--- config.mk ---
export PLATFORM = sky130hd
export DESIGN_NAME = enemy_sprite_engine
export DESIGN_NICKNAME = d
export VERILOG_FILES = /design/src/rtl/enemy_sprite_engine.sv
export SDC_FILE = /design/constraint.sdc
export NUM_CORES = 1
export LEC_CHECK = 0
export ABC_AREA = 1
export CAP_MARGIN = 20
export CORE_ASPECT_RATIO = 0.8
export CORE_MARGIN = 2
export CORE_UTILIZATION = 57
export CTS_CLUSTER_SIZE = 12
export DETAILED_ROUTE_END_ITERATION = 12
export PLACE_DENSITY = 0.81
export SYNTH_ARGS = -nofsm -noshare
export SYNTH_HDL_FRONTEND = slang
export SYNTH_SLANG_ARGS = --single-unit
--- constraint.sdc ---
create_clock -name clk -period 4.62 [get_ports clk]
set_clock_uncertainty 0.1 [all_clocks]
set_input_delay 0.693 -clock clk [delete_from_list [all_inputs] [get_ports clk]]
set_output_delay 0.693 -clock clk [all_outputs]
set_load 0.02 [all_outputs]
--- src/rtl/enemy_sprite_engine.sv ---
// Enemy-plane sprite renderer: erases the previous frame's sprites, then draws the new ones, one pixel per clock.
// Latency: first pixel one cycle after LOAD; no backpressure, start is ignored while busy.
module enemy_sprite_engine #(
  parameter int N_ENEMY = 10,
  parameter int XW = 8,
  parameter int YW = 8,
  parameter int SPR_W = 4,
  parameter int SPR_H = 4,
  parameter logic [2:0] FG_COLOUR = 3'b100,
  parameter logic [2:0] BG_COLOUR = 3'b000
) (
  input  logic                  clk,
  input  logic                  reset,
  input  logic                  start,
  input  logic [1:0]            mode,
  input  logic [N_ENEMY*XW-1:0] x_in,
  input  logic [N_ENEMY*YW-1:0] y_in,
  input  logic [N_ENEMY-1:0]    vis_in,
  output logic [XW-1:0]         x_out,
  output logic [YW-1:0]         y_out,
  output logic [2:0]            colour_out,
  output logic                  plot,
  output logic                  busy,
  output logic                  done
);

  localparam int SW  = (N_ENEMY > 1) ? $clog2(N_ENEMY) : 1;
  localparam int DXW = (SPR_W > 1) ? $clog2(SPR_W) : 1;
  localparam int DYW = (SPR_H > 1) ? $clog2(SPR_H) : 1;

  typedef enum logic [2:0] {S_IDLE, S_LOAD, S_ERASE, S_DRAW, S_DONE} state_t;

  state_t state, state_n;
  logic [SW-1:0]  slot, slot_n;
  logic [DXW-1:0] dx, dx_n;
  logic [DYW-1:0] dy, dy_n;
  logic [1:0]     mode_r;

  logic [N_ENEMY*XW-1:0] old_x, new_x;
  logic [N_ENEMY*YW-1:0] old_y, new_y;
  logic [N_ENEMY-1:0]    old_vis, new_vis;

  logic          cur_vis, last_dx, last_px, last_slot;
  logic [XW-1:0] src_x;
  logic [YW-1:0] src_y;
  logic          src_vis;
  logic [XW:0]   sum_x;
  logic [YW:0]   sum_y;
  logic [XW-1:0] x_d;
  logic [YW-1:0] y_d;
  logic [2:0]    colour_d;
  logic          plot_d, busy_d, done_d;

  // Visibility of the slot currently on the output, in the snapshot of its phase
  assign cur_vis   = (state == S_ERASE) ? old_vis[slot] : new_vis[slot];
  assign last_dx   = (dx == DXW'(SPR_W - 1));
  assign last_px   = last_dx && (dy == DYW'(SPR_H - 1));
  assign last_slot = (slot == SW'(N_ENEMY - 1));

  always_comb begin
    state_n = state;
    slot_n  = slot;
    dx_n    = dx;
    dy_n    = dy;
    case (state)
      S_IDLE: begin
        if (start) begin
          state_n = S_LOAD;
          slot_n  = '0;
          dx_n    = '0;
          dy_n    = '0;
        end
      end
      S_LOAD: begin
        state_n = (mode_r == 2'b01) ? S_DRAW : S_ERASE;
        slot_n  = '0;
        dx_n    = '0;
        dy_n    = '0;
      end
      S_ERASE, S_DRAW: begin
        if (cur_vis && !last_px) begin
          if (last_dx) begin
            dx_n = '0;
            dy_n = dy + 1'b1;
          end else begin
            dx_n = dx + 1'b1;
          end
        end else begin
          dx_n = '0;
          dy_n = '0;
          if (last_slot) begin
            slot_n  = '0;
            state_n = (state == S_ERASE && mode_r != 2'b10) ? S_DRAW : S_DONE;
          end else begin
            slot_n = slot + 1'b1;
          end
        end
      end
      S_DONE:  state_n = S_IDLE;
      default: state_n = S_IDLE;
    endcase
  end

  // Outputs are derived from the next position so they register alongside it;
  // a DRAW straight out of LOAD reads the inputs being captured at that same edge.
  always_comb begin
    src_x   = old_x[slot_n*XW +: XW];
    src_y   = old_y[slot_n*YW +: YW];
    src_vis = old_vis[slot_n];
    if (state_n == S_DRAW) begin
      if (state == S_LOAD) begin
        src_x   = x_in[slot_n*XW +: XW];
        src_y   = y_in[slot_n*YW +: YW];
        src_vis = vis_in[slot_n];
      end else begin
        src_x   = new_x[slot_n*XW +: XW];
        src_y   = new_y[slot_n*YW +: YW];
        src_vis = new_vis[slot_n];
      end
    end
    sum_x    = {1'b0, src_x} + (XW+1)'(dx_n);
    sum_y    = {1'b0, src_y} + (YW+1)'(dy_n);
    x_d      = '0;
    y_d      = '0;
    colour_d = '0;
    plot_d   = 1'b0;
    if (state_n == S_ERASE || state_n == S_DRAW) begin
      x_d      = sum_x[XW-1:0];
      y_d      = sum_y[YW-1:0];
      colour_d = (state_n == S_ERASE) ? BG_COLOUR : FG_COLOUR;
      plot_d   = src_vis && !sum_x[XW] && !sum_y[YW];
    end
    busy_d = (state_n != S_IDLE);
    done_d = (state_n == S_DONE);
  end

  always_ff @(posedge clk) begin
    if (reset) begin
      state      <= S_IDLE;
      slot       <= '0;
      dx         <= '0;
      dy         <= '0;
      mode_r     <= 2'b00;
      old_x      <= '0;
      old_y      <= '0;
      old_vis    <= '0;
      new_x      <= '0;
      new_y      <= '0;
      new_vis    <= '0;
      x_out      <= '0;
      y_out      <= '0;
      colour_out <= '0;
      plot       <= 1'b0;
      busy       <= 1'b0;
      done       <= 1'b0;
    end else begin
      state <= state_n;
      slot  <= slot_n;
      dx    <= dx_n;
      dy    <= dy_n;
      if (state == S_IDLE && start)
        mode_r <= (mode == 2'b11) ? 2'b00 : mode;
      if (state == S_LOAD) begin
        new_x   <= x_in;
        new_y   <= y_in;
        new_vis <= vis_in;
      end
      // After an erase-only frame nothing remains on screen to erase next time
      if (state == S_DONE) begin
        old_x   <= new_x;
        old_y   <= new_y;
        old_vis <= (mode_r == 2'b10) ? '0 : new_vis;
      end
      x_out      <= x_d;
      y_out      <= y_d;
      colour_out <= colour_d;
      plot       <= plot_d;
      busy       <= busy_d;
      done       <= done_d;
    end
  end

endmodule

Word-level counts from Yosys, hierarchy flattened:

Index checks and enable logic that the tools add are counted.

* register bits: 375
* latch bits: 0
* RAM bits: 0
* bits in read-only memories: 0
* bits of input ports: 175
* output and inout bits: 22
* memories kept: 0

* add/sub/neg operators: 5
* multiply operators: 0
* div/mod/pow operators: 0
* magnitude comparators: 2
* equality and inequality tests: 14
* shift operators: 6
* multiplexer cells: 38
* bitwise operators: 1
* reduce and logical (&&, ||, !) cells: 14

Operator list (number)
* $shiftx A80 B8 Y8: 6
* $mux W8: 4
* $bmux W1 S4: 5
* $add A8 B2 Y9: 2
* $mux W3: 5
* $mux W2: 7
* $eq A3 B2 Y1 const B: 4
* $mux W4: 3
* $pmux W2 S3: 2
* $pmux W4 S3: 1
* $lt A4 B5 Y1 const B: 2
* $mux W10: 1
* $mux W1: 9
* $pmux W3 S3: 1
* $eq A2 B2 Y1 const B: 4
* $eq A3 B3 Y1 const B: 2
* $logic_and A1 B1 Y1: 6
* $add A2 B1 Y2 const B: 2
* $add A4 B1 Y4 const B: 1
* $eq A4 B4 Y1 const B: 1
* $reduce_or A2 Y1: 2
* $eq A3 B1 Y1 const B: 1
* $logic_not A1 Y1: 3
* $logic_not A3 Y1: 1
* other kinds (5): 5

Depth between registers and ports, before layout:

Gate-level depths: netlist of the first run.

* depth in word-level cells: 13
* depth in mapped cells: 29

Worst setup path before layout of the first run:

Ideal clock, no wire load.

* path type: register to register
* start: reg slot[1]
* end: reg plot
* library setup time: 0.113 ns
* data arrival time: 3.502 ns
* data required time: 4.407 ns
* slack: 0.905 ns
* stages on the path, launching flop included: 28
* cell sequence: dfxtp_1 -> buf_4 -> clkinv_2 -> ha_1 -> nand3_1 -> nor3_1 -> a21oi_1 -> nand2_2 -> nand3_4 -> nand2_4 -> inv_2 -> buf_2 -> buf_4 -> buf_2 -> a21oi_1 -> o21ai_0 -> o21ai_0 -> a21oi_1 -> a32o_1 -> ha_1 -> inv_1 -> fa_1 -> inv_1 -> nand2_1 -> nor2_2 -> nand2_1 -> nor2_1 -> nor2_1

* longest elaborated chain between the ends: 13
* elaborated cells between the ends (all ways): 48

RTL lines
* start, declared: RTL line 34 `logic [SW-1:0] slot, slot_n;`
* start signal, assigned: RTL line 158 `slot <= slot_n;`
* $bmux W1 S4: RTL line 55 `assign cur_vis = (state == S_ERASE) ? old_vis[slot] : new_vis[slot];`
* $mux W1 (not written as such): RTL line 55
* $mux W1: RTL line 55
* $logic_and A1 B1 Y1: RTL line 81 `if (cur_vis && !last_px) begin`
* $mux W4: RTL line 81
* $pmux W4 S3: RTL line 65 `case (state)`
* $shiftx A80 B8 Y8, on equally long branches: RTL line 116, 112
* $mux W8: RTL line 111 `if (state == S_LOAD) begin`
* $mux W8: RTL line 110 `if (state_n == S_DRAW) begin`
* $add A8 B2 Y9: RTL line 121 `sum_x = {1'b0, src_x} + (XW+1)'(dx_n);`
* $logic_not A1 Y1: RTL line 131 `plot_d = src_vis && !sum_x[XW] && !sum_y[YW];`
* $logic_and A1 B1 Y1 (2 in a row): RTL line 131
* end signal, assigned: RTL line 177 `plot <= plot_d;`
* end, declared: RTL line 22 `output logic plot,`

Parallel ways exist; a longest one is shown, timed or not. The select of a mux whose other input is x is not followed.
A chain may end at the register's enable or synchronous reset.

Worst setup path after layout of the first run:

* start: reg slot[0]
* end: reg plot

Same word-level chain as after synthesis.

==> results of run 1 <==
[worst min-delay path by stage]
stage	from	end	slack, ps	depth (start not counted)
5_1_grt	new_y[38]	old_y[38]	370	2
6_report	new_y[27]	old_y[27]	350	2
3_5_place_dp	new_y[55]	old_y[55]	340	2
4_1_cts	new_y[76]	old_y[76]	350	2
3_3_place_gp	new_y[21]	old_y[21]	340	2
2_1_floorplan	new_x[10]	old_x[10]	330	2
[placed cells by master (no fill, tap or decap), drive strengths merged, types with 2 or more instances in the layout]
master / Yosys / final
fa: 2 / 2
inv: 180 / 179
clkinv: 3 / 7
nand3: 157 / 157
a21o: 2 / 2
clkdlybuf4s50: 0 / 193
ha: 8 / 8
nand3b: 17 / 17
buf: 82 / 45
nor3: 7 / 7
nand2: 417 / 417
mux2i: 72 / 72
xor2: 4 / 4
a22oi: 3 / 3
conb: 1 / 2
nor2: 378 / 378
dfxtp: 373 / 373
a32o: 3 / 3
a21oi: 170 / 170
nand4: 8 / 8
o21ai: 357 / 357
a31oi: 8 / 8
and2: 3 / 3
a211oi: 14 / 14
clkbuf: 97 / 50
o211ai: 30 / 30
or2: 8 / 8
[per-stage QoR]
stage          hold slack (ps)  area, um2  setup WS [ps]  total power (W)
6_report                   351      20400            422          0.00796
5_1_grt                    368      20400            149          0.00827
4_1_cts                    350      20400            488          0.00795
3_5_place_dp               345      19300            457          0.00511
3_3_place_gp               336      19300            540          0.00509
2_1_floorplan              330      17200            905          0.00454
[state kept, by name, summed over array words and instances (netlist names), 3 cells and up]
signal,count
new_vis,10
new_x,80
new_y,80
old_vis,10
old_x,80
old_y,80
slot,4
state,3
x_out,8
y_out,8
[critical path, delay by kind of cell, from the launching register on]
family | cells | cell delay (ps)
buffers and inverters | 4 | 630
AO/OA/AOI/OAI | 5 | 870
AND/OR/NAND/NOR | 10 | 1150
flip-flops | 1 | 480
adder cells (fa/ha/maj) | 3 | 880
[power breakdown]
part           switching, W  leakage (nW)  internal [W]
clock network       0.00125         0.542       0.00161
registers         0.0000666          3.03       0.00337
logic               0.00107          5.21      0.000583
[final cells by class]
type,instances,share of cell area [%]
antenna,1,0.0123
clock buffer,50,5.29
clock inverter,3,0.0922
inverter,183,3.43
multi-input combinational,1678,40.5
sequential,373,36.7
tap,406,2.50
timing repair buffer,238,11.5
[metal layers]
layer / wire [um] / up-vias / GRT usage [%]
met2: 23200 / 755 / 49.5
met3: 4980 / 97 / 6.48
met1: 22700 / 7806 / 45.6
met4: 1530 / 0 / 11.2
li1: - / 8074 / -
met5: 0 / - / 0
[logic make-up (layout without fill, tap and decap cells)]
family,Yosys count,in the layout,share of synthesized area (%)
flip-flops,373,373,43.3
AND/OR/NAND/NOR,997,997,24.1
XOR/XNOR,5,5,0.254
buffers and inverters,362,474,9.09
multiplexers,72,72,4.18
other,1,3,0.0218
AO/OA/AOI/OAI,592,592,18.2
adder cells (fa/ha/maj),10,10,0.813
==> impl_metrics.prom, run 1 <==
# TYPE chip_impl_metric gauge
chip_impl_metric{name="maxClockFrequency",unit="MHz"} 238
chip_impl_metric{name="post-route-period-util",unit="%"} 90.9
chip_impl_metric{name="drv_cap",unit=""} 0
chip_impl_metric{name="initial_utilization",unit="%"} 58.3
chip_impl_metric{name="drt_wl_total",unit="um"} 52400
chip_impl_metric{name="cellPowerDensity",unit="nW/um2"} 391
chip_impl_metric{name="cts.sinks",unit=""} 373
chip_impl_metric{name="synth_cell_type_count",unit=""} 49
chip_impl_metric{name="ir_drop",unit="uV"} 237
chip_impl_metric{name="synth.top_cell.area_share",unit="%"} 43.3
chip_impl_info{name="worstSetupEndpoint",value="plot"} 1
chip_impl_metric{name="wl_per_cell",unit="um"} 17.9
chip_impl_metric{name="cts_inserted_buffers",unit=""} 38
chip_impl_metric{name="worstRegToRegCells",unit=""} 22
chip_impl_metric{name="area_growth_syn_to_layout",unit="%"} 18.1
chip_impl_metric{name="ctsLongestPathBuffers",unit=""} 3
chip_impl_metric{name="grt_pass1_vias",unit=""} 15565
chip_impl_metric{name="gr-usage-all-layers",unit="%"} 32.4
chip_impl_metric{name="buffer_ports.inserted",unit=""} 194
chip_impl_metric{name="core.rowCount",unit=""} 56
chip_impl_info{name="synth_top_cells_by_area",value="dfxtp_1 43%, o21ai_0 9.8%, nand2_1 8.9%, nor2_1 8.1%, a21oi_1 4.9%"} 1
chip_impl_info{name="startpoint",value="slot[0]"} 1
chip_impl_metric{name="die_w",unit="um"} 198
chip_impl_metric{name="drt-vias-per-instance",unit=""} 5.71
chip_impl_info{name="rr_startpoint",value="slot[0]"} 1
chip_impl_info{name="synthMostInstantiatedCell",value="nand2_1"} 1
chip_impl_metric{name="setup_viol",unit=""} 0
chip_impl_metric{name="max_slew.worst_pin.slew",unit="ps"} 1270
chip_impl_info{name="timing.hold.worst.class",value="flop to flop"} 1
chip_impl_metric{name="critPathMaxStageDelay",unit="ps"} 480
chip_impl_metric{name="cp.arrival",unit="ps"} 4570
chip_impl_metric{name="syn_avg_cell_area",unit="um2"} 7.15
chip_impl_metric{name="area.sequential",unit="um2"} 7470
chip_impl_metric{name="grt_antenna_before_repair",unit=""} 1
chip_impl_metric{name="drt_pre_antenna_iters",unit=""} 6
chip_impl_info{name="run_status",value="complete, no violations"} 1
chip_impl_metric{name="post_cts_buffers",unit=""} 0
chip_impl_metric{name="hold_viol_final",unit=""} 0
chip_impl_metric{name="detailed_place_hpwl",unit="um"} 33600
chip_impl_metric{name="grt_max_degree",unit=""} 233
chip_impl_metric{name="crit_required",unit="ps"} 4990
chip_impl_metric{name="io-pin-count",unit=""} 197
chip_impl_metric{name="count_of_fill_cells_added_during_filler_insertion",unit=""} 2504
chip_impl_info{name="synth_commonest_cells",value="409 x nand2_1, 373 x dfxtp_1, 373 x nor2_1"} 1
chip_impl_info{name="setup_repair_after_global_routing_missed_its_margin",value="no"} 1
chip_impl_metric{name="synth_sequential_area_ratio",unit="%"} 43.3
chip_impl_metric{name="fin_cells",unit=""} 2932
chip_impl_info{name="tritoncts_clock_tree",value="done"} 1
chip_impl_metric{name="final_net_count",unit=""} 2697
chip_impl_metric{name="tns",unit="ps"} 0
chip_impl_metric{name="core_area",unit="um2"} 29600
chip_impl_metric{name="num_vias",unit=""} 16732
chip_impl_info{name="critPathKind",value="flop to flop"} 1
chip_impl_info{name="startpoint_type",value="flop"} 1
chip_impl_metric{name="synth.ff_latch_count",unit=""} 373
chip_impl_metric{name="cts-htree-levels",unit=""} 2
chip_impl_metric{name="detail-route-antenna-nets",unit=""} 0
chip_impl_metric{name="period_minus_slack",unit="ps"} 4200
chip_impl_info{name="reg2reg_to",value="plot"} 1
chip_impl_metric{name="drv_slew",unit=""} 0
chip_impl_info{name="crit_path_end_kind",value="flop"} 1
chip_impl_metric{name="multiInputGateArea",unit="um2"} 8240
chip_impl_metric{name="netlist_area",unit="um2"} 17200
chip_impl_metric{name="place.gp.congestion",unit=""} 0.916
chip_impl_metric{name="layout-drive-gt1-share",unit="%"} 5.07
chip_impl_metric{name="worst-path-max-fanout",unit=""} 33
chip_impl_metric{name="leftover_overflow_at_the_end_of_global_routing",unit=""} 0
chip_impl_metric{name="detail_route.iter0.violations",unit=""} 1887
chip_impl_info{name="clock_tree.root_cell",value="clkbuf_16"} 1
chip_impl_metric{name="synthArstFlopShare",unit="%"} 0
chip_impl_metric{name="worst_rel_slew_slack",unit="%"} 15.1
chip_impl_metric{name="clk_pin_slew_worst_paths",unit="ps"} 60
chip_impl_info{name="post-synth-top-area-cell",value="dfxtp_1"} 1
chip_impl_metric{name="layout.core_utilization",unit="%"} 68.9
chip_impl_metric{name="cts_resized",unit=""} 0
chip_impl_metric{name="drc_errors",unit=""} 0
chip_impl_metric{name="first_pass_grt_wire_length",unit="um"} 82000
chip_impl_metric{name="clkLatencyLatePin",unit="ps"} 540
chip_impl_metric{name="synth_enable_flop_cells",unit=""} 0
chip_impl_metric{name="static-leakage-power",unit="nW"} 8.78
chip_impl_metric{name="cts_hold_buf",unit=""} 0
chip_impl_metric{name="netlist_instances",unit=""} 2412
chip_impl_info{name="cp_cell_sequence",value="buf_4, ha_1, nand3_1, nor3_1, a21oi_1, nand2_2, nand3_4, nand2_4, clkinv_2, buf_4, nand2_1, o21ai_0, o21ai_0, a21oi_1, a32o_1, ha_1, fa_1, inv_1, nor2_1, nand3_1, nand2_1, nor2_1"} 1
chip_impl_metric{name="yosys_warnings",unit=""} 0
chip_impl_metric{name="regToRegSetupSlack",unit="ps"} 420
chip_impl_metric{name="fp.dieH",unit="um"} 160
chip_impl_metric{name="place_inst",unit=""} 2878
chip_impl_metric{name="design.die.area",unit="um2"} 31700
chip_impl_info{name="cpMaxStageDelayCell",value="dfxtp_1"} 1
chip_impl_info{name="postSynth.topFlopCell",value="dfxtp_1"} 1
Power figures use the tool's default switching activity.
==> inputs of run 2 (changes only) <==
Settings changed: CORE_UTILIZATION 57 to 56, PLACE_DENSITY 0.81 to 0.8.
==> run 2 against run 1 <==
Compared with the run above: design area about the same; worst hold slack improved by 2.6 ps; sequential share of layout area about the same; global-route usage decreased by 0.74 points; core utilization decreased by 1.7 points; largest cell class unchanged; critical path depth increased by 1; combinational power decreased by 2%; critical endpoint unchanged; flip-flop and latch count unchanged; highest routed layer unchanged; die area increased by 1.7%; worst setup slack got worse by 100 ps; count of clock-buffer cells in the layout increased by 7.
==> impl_metrics.prom, run 2 (synthesis gave the netlist of run 1 again) <==
# TYPE chip_impl_metric gauge
chip_impl_metric{name="buffer_ports.inserted",unit=""} 194
chip_impl_metric{name="placed_area",unit="um2"} 19200
chip_impl_metric{name="multiInputGateArea",unit="um2"} 8240
chip_impl_info{name="crit_path_end_kind",value="flop"} 1
chip_impl_metric{name="period_minus_slack",unit="ps"} 4300
chip_impl_metric{name="leftover_overflow_at_the_end_of_global_routing",unit=""} 0
chip_impl_metric{name="wl_per_cell",unit="um"} 17.7
chip_impl_metric{name="design.die.area",unit="um2"} 32200
chip_impl_metric{name="gr-usage-all-layers",unit="%"} 31.7
chip_impl_metric{name="worst_rel_slew_slack",unit="%"} 22.6
chip_impl_info{name="reg2reg_to",value="plot"} 1
chip_impl_metric{name="place.gp.congestion",unit=""} 0.902
chip_impl_metric{name="drv_cap",unit=""} 0
chip_impl_info{name="cpMaxStageDelayCell",value="dfxtp_1"} 1
chip_impl_metric{name="post-route-period-util",unit="%"} 93.0
chip_impl_info{name="timing.hold.worst.class",value="flop to flop"} 1
chip_impl_metric{name="ir_drop",unit="uV"} 236
chip_impl_metric{name="setup_viol",unit=""} 0
chip_impl_info{name="startpoint_type",value="flop"} 1
chip_impl_metric{name="core_area",unit="um2"} 30300
chip_impl_metric{name="drc_errors",unit=""} 0
chip_impl_metric{name="holdPathStages",unit=""} 2
chip_impl_info{name="layout_commonest_cell",value="nand2_1"} 1
chip_impl_metric{name="io-pin-count",unit=""} 197
chip_impl_metric{name="hold_viol_final",unit=""} 0
chip_impl_metric{name="first_pass_grt_wire_length",unit="um"} 83100
chip_impl_info{name="hold_start",value="new_y[54]"} 1
chip_impl_metric{name="clk_pin_slew_worst_paths",unit="ps"} 60
chip_impl_info{name="cpMostUsedCell",value="nand2_1"} 1
chip_impl_metric{name="die_w",unit="um"} 200
chip_impl_metric{name="final_net_count",unit=""} 2690
chip_impl_metric{name="num_vias",unit=""} 16730
chip_impl_metric{name="grt_antenna_before_repair",unit=""} 0
chip_impl_metric{name="max_slew.worst_pin.slew",unit="ps"} 1160
chip_impl_metric{name="drt_pre_antenna_iters",unit=""} 6
chip_impl_info{name="cp_cell_sequence",value="buf_4, ha_1, nand3_1, nor3_1, a21oi_1, nand2_2, nand3_4, nand2_4, clkinv_2, buf_4, o21ai_0, o21ai_0, nand2_1, a32o_1, ha_1, inv_1, fa_1, inv_1, nand2_1, nor2_2, nand2_1, nor2_1, nor2_1"} 1
chip_impl_info{name="setup_repair_after_global_routing_missed_its_margin",value="no"} 1
chip_impl_metric{name="worstRegToRegCells",unit=""} 23
chip_impl_metric{name="drt-vias-per-instance",unit=""} 5.69
chip_impl_metric{name="cts_inserted_buffers",unit=""} 39
chip_impl_metric{name="grt_max_degree",unit=""} 233
chip_impl_metric{name="clkLatencyLatePin",unit="ps"} 540
chip_impl_metric{name="detail_route.iter0.violations",unit=""} 1731
chip_impl_info{name="top_library_cells_by_usage_in_the_layout_fill_and_taps_aside",value="409 x nand2_1, 373 x dfxtp_1, 372 x nor2_1"} 1
chip_impl_metric{name="drv_slew",unit=""} 0
chip_impl_metric{name="insertedDiodeCount",unit=""} 0
chip_impl_metric{name="drt_wl_total",unit="um"} 52100
chip_impl_metric{name="worst-path-max-fanout",unit=""} 30
chip_impl_metric{name="cp.arrival",unit="ps"} 4630
chip_impl_metric{name="crit_required",unit="ps"} 4950
chip_impl_metric{name="layout-drive-gt1-share",unit="%"} 4.79
chip_impl_metric{name="area.sequential",unit="um2"} 7470
chip_impl_metric{name="cts_resized",unit=""} 0
chip_impl_metric{name="post_cts_buffers",unit=""} 0
chip_impl_info{name="tritoncts_clock_tree",value="done"} 1
chip_impl_metric{name="static-leakage-power",unit="nW"} 8.76
chip_impl_metric{name="fp.dieH",unit="um"} 161
chip_impl_info{name="run_status",value="complete, no violations"} 1
chip_impl_info{name="clock_tree.root_cell",value="clkbuf_16"} 1
chip_impl_metric{name="detailed_place_hpwl",unit="um"} 33000
chip_impl_metric{name="critPathMaxStageDelay",unit="ps"} 500
chip_impl_info{name="critPathKind",value="flop to flop"} 1
chip_impl_metric{name="maxClockFrequency",unit="MHz"} 233
chip_impl_metric{name="ctsLongestPathBuffers",unit=""} 3
chip_impl_metric{name="tns",unit="ps"} 0
chip_impl_metric{name="cellPowerDensity",unit="nW/um2"} 395
chip_impl_metric{name="cts-htree-levels",unit=""} 2
chip_impl_metric{name="initial_utilization",unit="%"} 56.9
chip_impl_info{name="rr_startpoint",value="slot[0]"} 1
chip_impl_info{name="timing.hold.worst_endpoint",value="old_y[54]"} 1
chip_impl_metric{name="cts_hold_buf",unit=""} 0
chip_impl_metric{name="final_design_area_no_fill",unit="um2"} 20400
chip_impl_metric{name="cts.sinks",unit=""} 373
chip_impl_metric{name="area_growth_syn_to_layout",unit="%"} 18.0
chip_impl_metric{name="regToRegSetupSlack",unit="ps"} 320
chip_impl_metric{name="count_of_fill_cells_added_during_filler_insertion",unit=""} 2574
chip_impl_metric{name="detail-route-antenna-nets",unit=""} 0
chip_impl_metric{name="core.rowCount",unit=""} 57
chip_impl_metric{name="grt_pass1_vias",unit=""} 15637
run 2: cell types whose count changed in the layout (fill, tap and decap cells not counted):
| cell | before | now |
|---|---|---|
| buf_4 | 38 | 32 |
| clkbuf_16 | 39 | 41 |
| inv_6 | 1 | 0 |
| bufinv_16 | 0 | 1 |
| clkbuf_1 | 5 | 13 |
| diode_2 | 1 | 0 |
| clkbuf_8 | 6 | 3 |
| clkinv_2 | 5 | 7 |
| buf_12 | 6 | 4 |
run 2: worst max path at each step:
stage / depth (start not counted) / slack, ps / endpoint / startpoint
2_1_floorplan: 27 / 910 / plot / slot[1]
3_3_place_gp: 20 / 370 / y_out[5] / start
3_5_place_dp: 21 / 250 / plot / start
4_1_cts: 23 / 370 / plot / slot[0]
5_1_grt: 23 / 30 / plot / slot[0]
6_report: 23 / 320 / plot / slot[0]
run 2: layer usage:
metal	vias up	global-route usage, %	part of all wire [%]
met3	93	4.02	8.0
met5	-	0	0
met2	753	49.6	45
li1	8073	-	-
met4	0	10.3	2.5
met1	7811	45.4	44
run 2: report_power, final:
part	leakage, nW	switching, W	internal, W
clock network	0.572	0.00127	0.00172
registers	3.03	0.0000696	0.00337
logic	5.16	0.00104	0.000568
run 2: metrics by stage:
stage / total power, W / hold WS [ps] / util (%) / std cells / setup WS [ps]
3_5_place_dp: 0.00508 / 344 / 63.3 / 2877 / 247
6_report: 0.00804 / 353 / 67.1 / 2939 / 322
4_1_cts: 0.00803 / 348 / 67.1 / 2939 / 373
3_3_place_gp: 0.00505 / 336 / 63.3 / 2877 / 374
2_1_floorplan: 0.00454 / 330 / - / 2413 / 905
5_1_grt: 0.00837 / 372 / 67.1 / 2939 / 26.9
run 2: critical path: cells and delay by family (launching register included):
family | cells | cell delay (ps)
flip-flops | 1 | 500
AND/OR/NAND/NOR | 11 | 1300
AO/OA/AOI/OAI | 4 | 760
adder cells (fa/ha/maj) | 3 | 790
buffers and inverters | 5 | 710
run 2: cell type report:
| type | count | area share [%] |
|---|---|---|
| multi-input cells | 1678 | 40.5 |
| flip-flops and latches | 373 | 36.7 |
| repair buffers | 230 | 11.1 |
| clock buffers | 57 | 5.48 |
| inverters | 183 | 3.43 |
| well taps | 413 | 2.54 |
| clock inverters | 5 | 0.246 |
==> inputs of run 3 (changes only) <==
Settings changed: CORE_UTILIZATION 56 to 55, PLACE_DENSITY 0.8 to 0.78.
==> run 3 against run 2 <==
Compared with the run above: worst setup slack improved by 150 ps; via count barely moved; die area rose by 1.8%; power fell by 0.75%; worst hold slack barely moved; non-clock buffer count rose by 2; largest cell class unchanged; highest routed layer is now met5.
==> impl_metrics.prom, run 3 (synthesis gave the netlist of run 1 again) <==
# TYPE chip_impl_metric gauge
chip_impl_metric{name="detail_route.wirelength.met1",unit="um"} 23900
chip_impl_metric{name="drc_errors",unit=""} 0
chip_impl_metric{name="ctsLongestPathBuffers",unit=""} 3
chip_impl_metric{name="max_slew.worst_pin.slew",unit="ps"} 1130
chip_impl_info{name="cpMostUsedCell",value="nand3_1"} 1
chip_impl_metric{name="holdPathStages",unit=""} 2
chip_impl_metric{name="grt_antenna_before_repair",unit=""} 2
chip_impl_metric{name="netSwitchingFraction",unit="%"} 29.8
chip_impl_metric{name="detail-route-antenna-nets",unit=""} 0
chip_impl_metric{name="drt-vias-per-instance",unit=""} 5.70
chip_impl_metric{name="p_comb_share",unit="%"} 20.6
chip_impl_metric{name="drt_pre_antenna_iters",unit=""} 7
chip_impl_metric{name="core.rowCount",unit=""} 57
chip_impl_metric{name="final_design_area_no_fill",unit="um2"} 20400
chip_impl_info{name="crit_path_end_kind",value="flop"} 1
chip_impl_info{name="critPathKind",value="flop to flop"} 1
chip_impl_info{name="top_library_cells_by_usage_in_the_layout_fill_and_taps_aside",value="409 x nand2_1, 373 x dfxtp_1, 372 x nor2_1"} 1
chip_impl_metric{name="met3WireLength",unit="um"} 4550
chip_impl_metric{name="cellPowerDensity",unit="nW/um2"} 392
chip_impl_metric{name="count_of_fill_cells_added_during_filler_insertion",unit=""} 2681
chip_impl_metric{name="post_cts_buffers",unit=""} 0
chip_impl_metric{name="clkPwrFrac",unit="%"} 36.3
chip_impl_metric{name="post-route-period-util",unit="%"} 89.9
chip_impl_metric{name="placed_area",unit="um2"} 19200
chip_impl_metric{name="maxClockFrequency",unit="MHz"} 241
chip_impl_metric{name="met2WireLength",unit="um"} 23700
chip_impl_metric{name="detail_route.iter0.violations",unit=""} 2008
chip_impl_info{name="cpMaxStageDelayCell",value="dfxtp_1"} 1
chip_impl_metric{name="clkLatencyLatePin",unit="ps"} 540
chip_impl_metric{name="setup_viol",unit=""} 0
chip_impl_info{name="clock_tree.root_cell",value="clkbuf_16"} 1
chip_impl_info{name="tritoncts_clock_tree",value="done"} 1
chip_impl_metric{name="core_area",unit="um2"} 30600
chip_impl_metric{name="share_seq_of_total_power",unit="%"} 43.1
chip_impl_metric{name="gr-usage-all-layers",unit="%"} 31.7
chip_impl_metric{name="grt_pass1_vias",unit=""} 15457
chip_impl_metric{name="hold_viol_final",unit=""} 0
chip_impl_metric{name="period_minus_slack",unit="ps"} 4150
chip_impl_info{name="run_status",value="complete, no violations"} 1
chip_impl_metric{name="buffer_ports.inserted",unit=""} 194
chip_impl_metric{name="clk_pin_slew_worst_paths",unit="ps"} 60
chip_impl_metric{name="die_w",unit="um"} 202
chip_impl_metric{name="final_net_count",unit=""} 2691
chip_impl_metric{name="critPathMaxStageDelay",unit="ps"} 470
chip_impl_metric{name="cts-htree-levels",unit=""} 2
chip_impl_metric{name="io-pin-count",unit=""} 197
chip_impl_metric{name="layout-drive-gt1-share",unit="%"} 4.76
chip_impl_metric{name="tns",unit="ps"} 0
chip_impl_info{name="layout_commonest_cell",value="nand2_1"} 1
chip_impl_metric{name="worst_rel_slew_slack",unit="%"} 25.0
chip_impl_metric{name="fp.dieH",unit="um"} 162
chip_impl_info{name="setup_repair_after_global_routing_missed_its_margin",value="no"} 1
chip_impl_metric{name="cts.sinks",unit=""} 373
chip_impl_metric{name="pre_cts_ws",unit="ps"} 282
chip_impl_info{name="route.top_layer_used",value="met5"} 1
chip_impl_metric{name="drv_cap",unit=""} 0
chip_impl_metric{name="area_growth_syn_to_layout",unit="%"} 18.0
chip_impl_metric{name="worst-path-max-fanout",unit=""} 13
chip_impl_metric{name="wl_per_cell",unit="um"} 18.2
chip_impl_metric{name="first_pass_grt_wire_length",unit="um"} 83500
chip_impl_metric{name="num_vias",unit=""} 16720
chip_impl_metric{name="cp.arrival",unit="ps"} 4510
chip_impl_metric{name="worstRegToRegCells",unit=""} 23
chip_impl_metric{name="drv_slew",unit=""} 0
chip_impl_metric{name="cell_internal_pwr",unit="W"} 0.00560
chip_impl_info{name="cp_cell_sequence",value="buf_4, nor2_1, nor2_1, nand2_1, nand3_1, nand3_1, nand2_2, nand3_4, o21ai_1, nand3_1, nand2_1, nand2_2, buf_4, nor2_4, buf_4, nand3_1, a32o_1, ha_1, a21o_1, nand2_1, nor2_2, nand3_1, a21oi_1"} 1
chip_impl_metric{name="detailed_place_hpwl",unit="um"} 33800
chip_impl_info{name="startpoint_type",value="flop"} 1
chip_impl_metric{name="cts_hold_buf",unit=""} 0
chip_impl_metric{name="power.switching",unit="W"} 0.00238
chip_impl_metric{name="place.gp.congestion",unit=""} 0.905
chip_impl_metric{name="design.die.area",unit="um2"} 32800
chip_impl_info{name="timing.hold.worst.class",value="flop to flop"} 1
chip_impl_metric{name="grt_max_degree",unit=""} 233
chip_impl_metric{name="ir_drop",unit="uV"} 253
chip_impl_metric{name="leftover_overflow_at_the_end_of_global_routing",unit=""} 0
chip_impl_metric{name="cts_inserted_buffers",unit=""} 38
chip_impl_metric{name="final_critical_path_setup_slack",unit="ps"} 469
chip_impl_metric{name="drt_wl_total",unit="um"} 53500
chip_impl_metric{name="static-leakage-power",unit="nW"} 8.75
chip_impl_metric{name="initial_utilization",unit="%"} 56.3
chip_impl_metric{name="crit_required",unit="ps"} 4980
==> run 3: area by class of cell <==
type                       count  area [um2]  share of cell area [%]
antenna                        1        2.50                  0.0123
clock buffer                  54        1110                    5.48
clock inverter                 1        8.76                  0.0430
inverter                     183         699                    3.44
multi-input combinational   1678        8240                    40.5
sequential                   373        7470                    36.7
tap                          413         517                    2.54
timing repair buffer         232        2300                    11.3
==> run 3: timing repair <==
item / CTS / global route
endpoints found under the hold margin: 0 / 0
setup endpoints to repair: 0 / 7
gates resized for setup: 0 / 2
==> run 3: worst paths after layout <==
kind         startpoint         to  slack (ps)
min reg2reg   new_x[12]  old_x[12]         350
max reg2reg     slot[0]   x_out[7]         470
min           new_x[12]  old_x[12]         350
max             slot[0]   x_out[7]         470
==> run 3: worst max-delay path, delay by kind of cell (launching register included) <==
kind / cells / cell delay (ps)
simple gates: 15 / 1650
buf+inv: 3 / 760
fa+ha+maj: 1 / 310
flops: 1 / 470
compound gates: 4 / 790
==> run 3: metal layers <==
layer  up-vias  global-route usage, %
li1       8067                      -
met1      7785                   44.5
met2       754                   50.0
met3       112                   5.62
met4         2                   8.96
met5         -                      0
==> run 3: metrics by stage <==
stage                     utilization, %  cells  power, W  hold WS (ps)
after detailed placement            62.7   2878   0.00510           345
after CTS                           66.4   2933   0.00796           352
after floorplan                        -   2413   0.00454           330
after global routing                66.5   2934   0.00831           370
after global placement              62.7   2878   0.00508           336
final                               66.5   2935   0.00798           354
==> run 3: power by group through the flow <==
stage	Combinational (W)	Sequential, W	Clock [W]
after floorplan	0.00104	0.00350	0
after global placement	0.00158	0.00350	0
after detailed placement	0.00159	0.00351	0
after CTS	0.00161	0.00344	0.00292
after global routing	0.00179	0.00345	0.00307
final	0.00164	0.00344	0.00290
==> RTL edit (settings of run 2) <==
Add an input register stage for `mode`, without a reset; this delays it by one clock. The other inputs are not delayed to match.
--- a/src/rtl/enemy_sprite_engine.sv
+++ b/src/rtl/enemy_sprite_engine.sv
@@ -30,4 +30,10 @@
 
   typedef enum logic [2:0] {S_IDLE, S_LOAD, S_ERASE, S_DRAW, S_DONE} state_t;
+
+  logic [1:0] mode_q;
+
+  always_ff @(posedge clk) begin
+    mode_q <= mode;
+  end
 
   state_t state, state_n;
@@ -160,5 +166,5 @@
       dy    <= dy_n;
       if (state == S_IDLE && start)
-        mode_r <= (mode == 2'b11) ? 2'b00 : mode;
+        mode_r <= (mode_q == 2'b11) ? 2'b00 : mode_q;
       if (state == S_LOAD) begin
         new_x   <= x_in;
Check against the original RTL: not equivalent (a bounded check fails within 4 cycles, from zero or initial values and one cycle with reset high).
==> RTL edit against run 2 <==
Area after synthesis is 1.0% higher. Cell count is 0.99% higher. Routed wire length is 0.38% lower. Setup slack better by 0.035 ns. Total power shrank 3.9%. Synthesized cell count rose by 1.4%. Sequential cell count is 2 higher. Cell area increased by 0.65%. Sequential power barely moved.
==> RTL edit: results <==
set metrics [dict create \
    outcome "finished, final reports clean" \
    fin_util_pct 67.3 \
    place_area_sq_um 19400 \
    grt_pass1_vias 16100 \
    nClkBuffers 53 \
    min_from "new_x[4]" \
    ys_seq_area_share_pct 43.1 \
    r2r-start "slot[0]" \
    clk_path_buf_depth 3 \
    reg2reg_slack_ns 0.36 \
    seqPwrFrac_pct 44.6 \
    clk_share_pct 5.28 \
    nonClkBufAreaFrac_pct 11.2 \
    routedWlPerCell_um 17.5 \
    vias 16800 \
    cts.sinks 375 \
    worstHoldEndpoint "old_x[4]" \
    cts_buffers 38 \
    p_sw_share_pct 28.9 \
    stdcell_count 2968 \
    syn_avg_cell_area_sq_um 7.12 \
    num-nonclk-inverters 187 \
    num-multi-input-gates 1703 \
    place_ws_ns 0.281 \
    multi_input_area_share_pct 40.8 \
    drive_gt1_share_pct 5.40 \
    grt_max_degree 237 \
    multi_input_area_sq_um 8370 \
    synthDistinctLibCells 52 \
    synth_common_cells "nand2_1 (433), nor2_1 (376), dfxtp_1 (375)" \
    drt_iter0_drc 1609 \
    grt_first_pass_wirelength_um 83600 \
    synth_area_leaders "dfxtp_1 (43%), o21ai_0 (9.6%), nand2_1 (9.3%), nor2_1 (8.1%), a21oi_1 (4.8%)" \
    fillCellCount 2600 \
    grt_usage_pct 31.5 \
    crit_fanout 39 \
    register_area_sq_um 7510 \
    tightest_slew_ns 1.17 \
    ys.flop_type "dfxtp_1" \
    clkPwrFrac_pct 36.7 \
    p_leak_nw 8.85 \
    peakVddDrop_mv 0.238 \
    nets 2725 \
    dp_hpwl_um 32700 \
]
## RTL edit: critical path, cell delays in order (launching register included)
cell     delay (ns)
dfxtp_2        0.51
buf_4          0.21
nor2_1         0.04
nor2_1         0.11
nand2_1        0.07
nand3_1        0.06
nand3_1        0.08
nand2_2        0.11
nand3_4        0.12
nand2_1        0.08
nand3_1        0.13
nand2_1        0.14
nand2_4        0.31
a21oi_1        0.26
o21ai_0        0.13
o21ai_0        0.12
a21oi_1        0.11
a32o_1         0.24
ha_1           0.23
fa_1           0.53
nand2_1        0.13
nor2_2         0.06
nand2_1        0.15
nand2_1        0.07
nor2_1         0.07
## RTL edit: worst max path at each step
stage	from	to	slack, ns	cells after the start
floorplan	slot[0]	x_out[6]	0.96	25
global placement	start	plot	0.36	16
detailed placement	slot[0]	y_out[4]	0.28	26
CTS	slot[0]	y_out[4]	0.22	26
global route	slot[0]	y_out[4]	0.006	26
finish	slot[0]	plot	0.36	24
## RTL edit: repair_timing
| item | in CTS | in global routing |
|---|---|---|
| gates resized for setup | 0 | 1 |
| endpoints found under the setup margin | 0 | 11 |
| endpoints found under the hold margin | 0 | 0 |
## RTL edit: cell families after synthesis
family          after synthesis  synth area share [%]
compound gates              603                  18.7
flops                       375                  43.1
mux                          69                  3.97
xor+xnor                      3                 0.151
simple gates               1016                  24.1
other cells                   1                0.0215
fa+ha+maj                    10                 0.805
buf+inv                     369                  9.14
## RTL edit: metal layers
| layer | vias up | global-route usage [%] | part of all wire (%) |
|---|---|---|---|
| met5 | - | 0 | 0 |
| met4 | 0 | 11.3 | 3.0 |
| met3 | 105 | 4.43 | 7.5 |
| met2 | 711 | 51.7 | 46 |
| met1 | 7841 | 42.6 | 44 |
| li1 | 8180 | - | - |
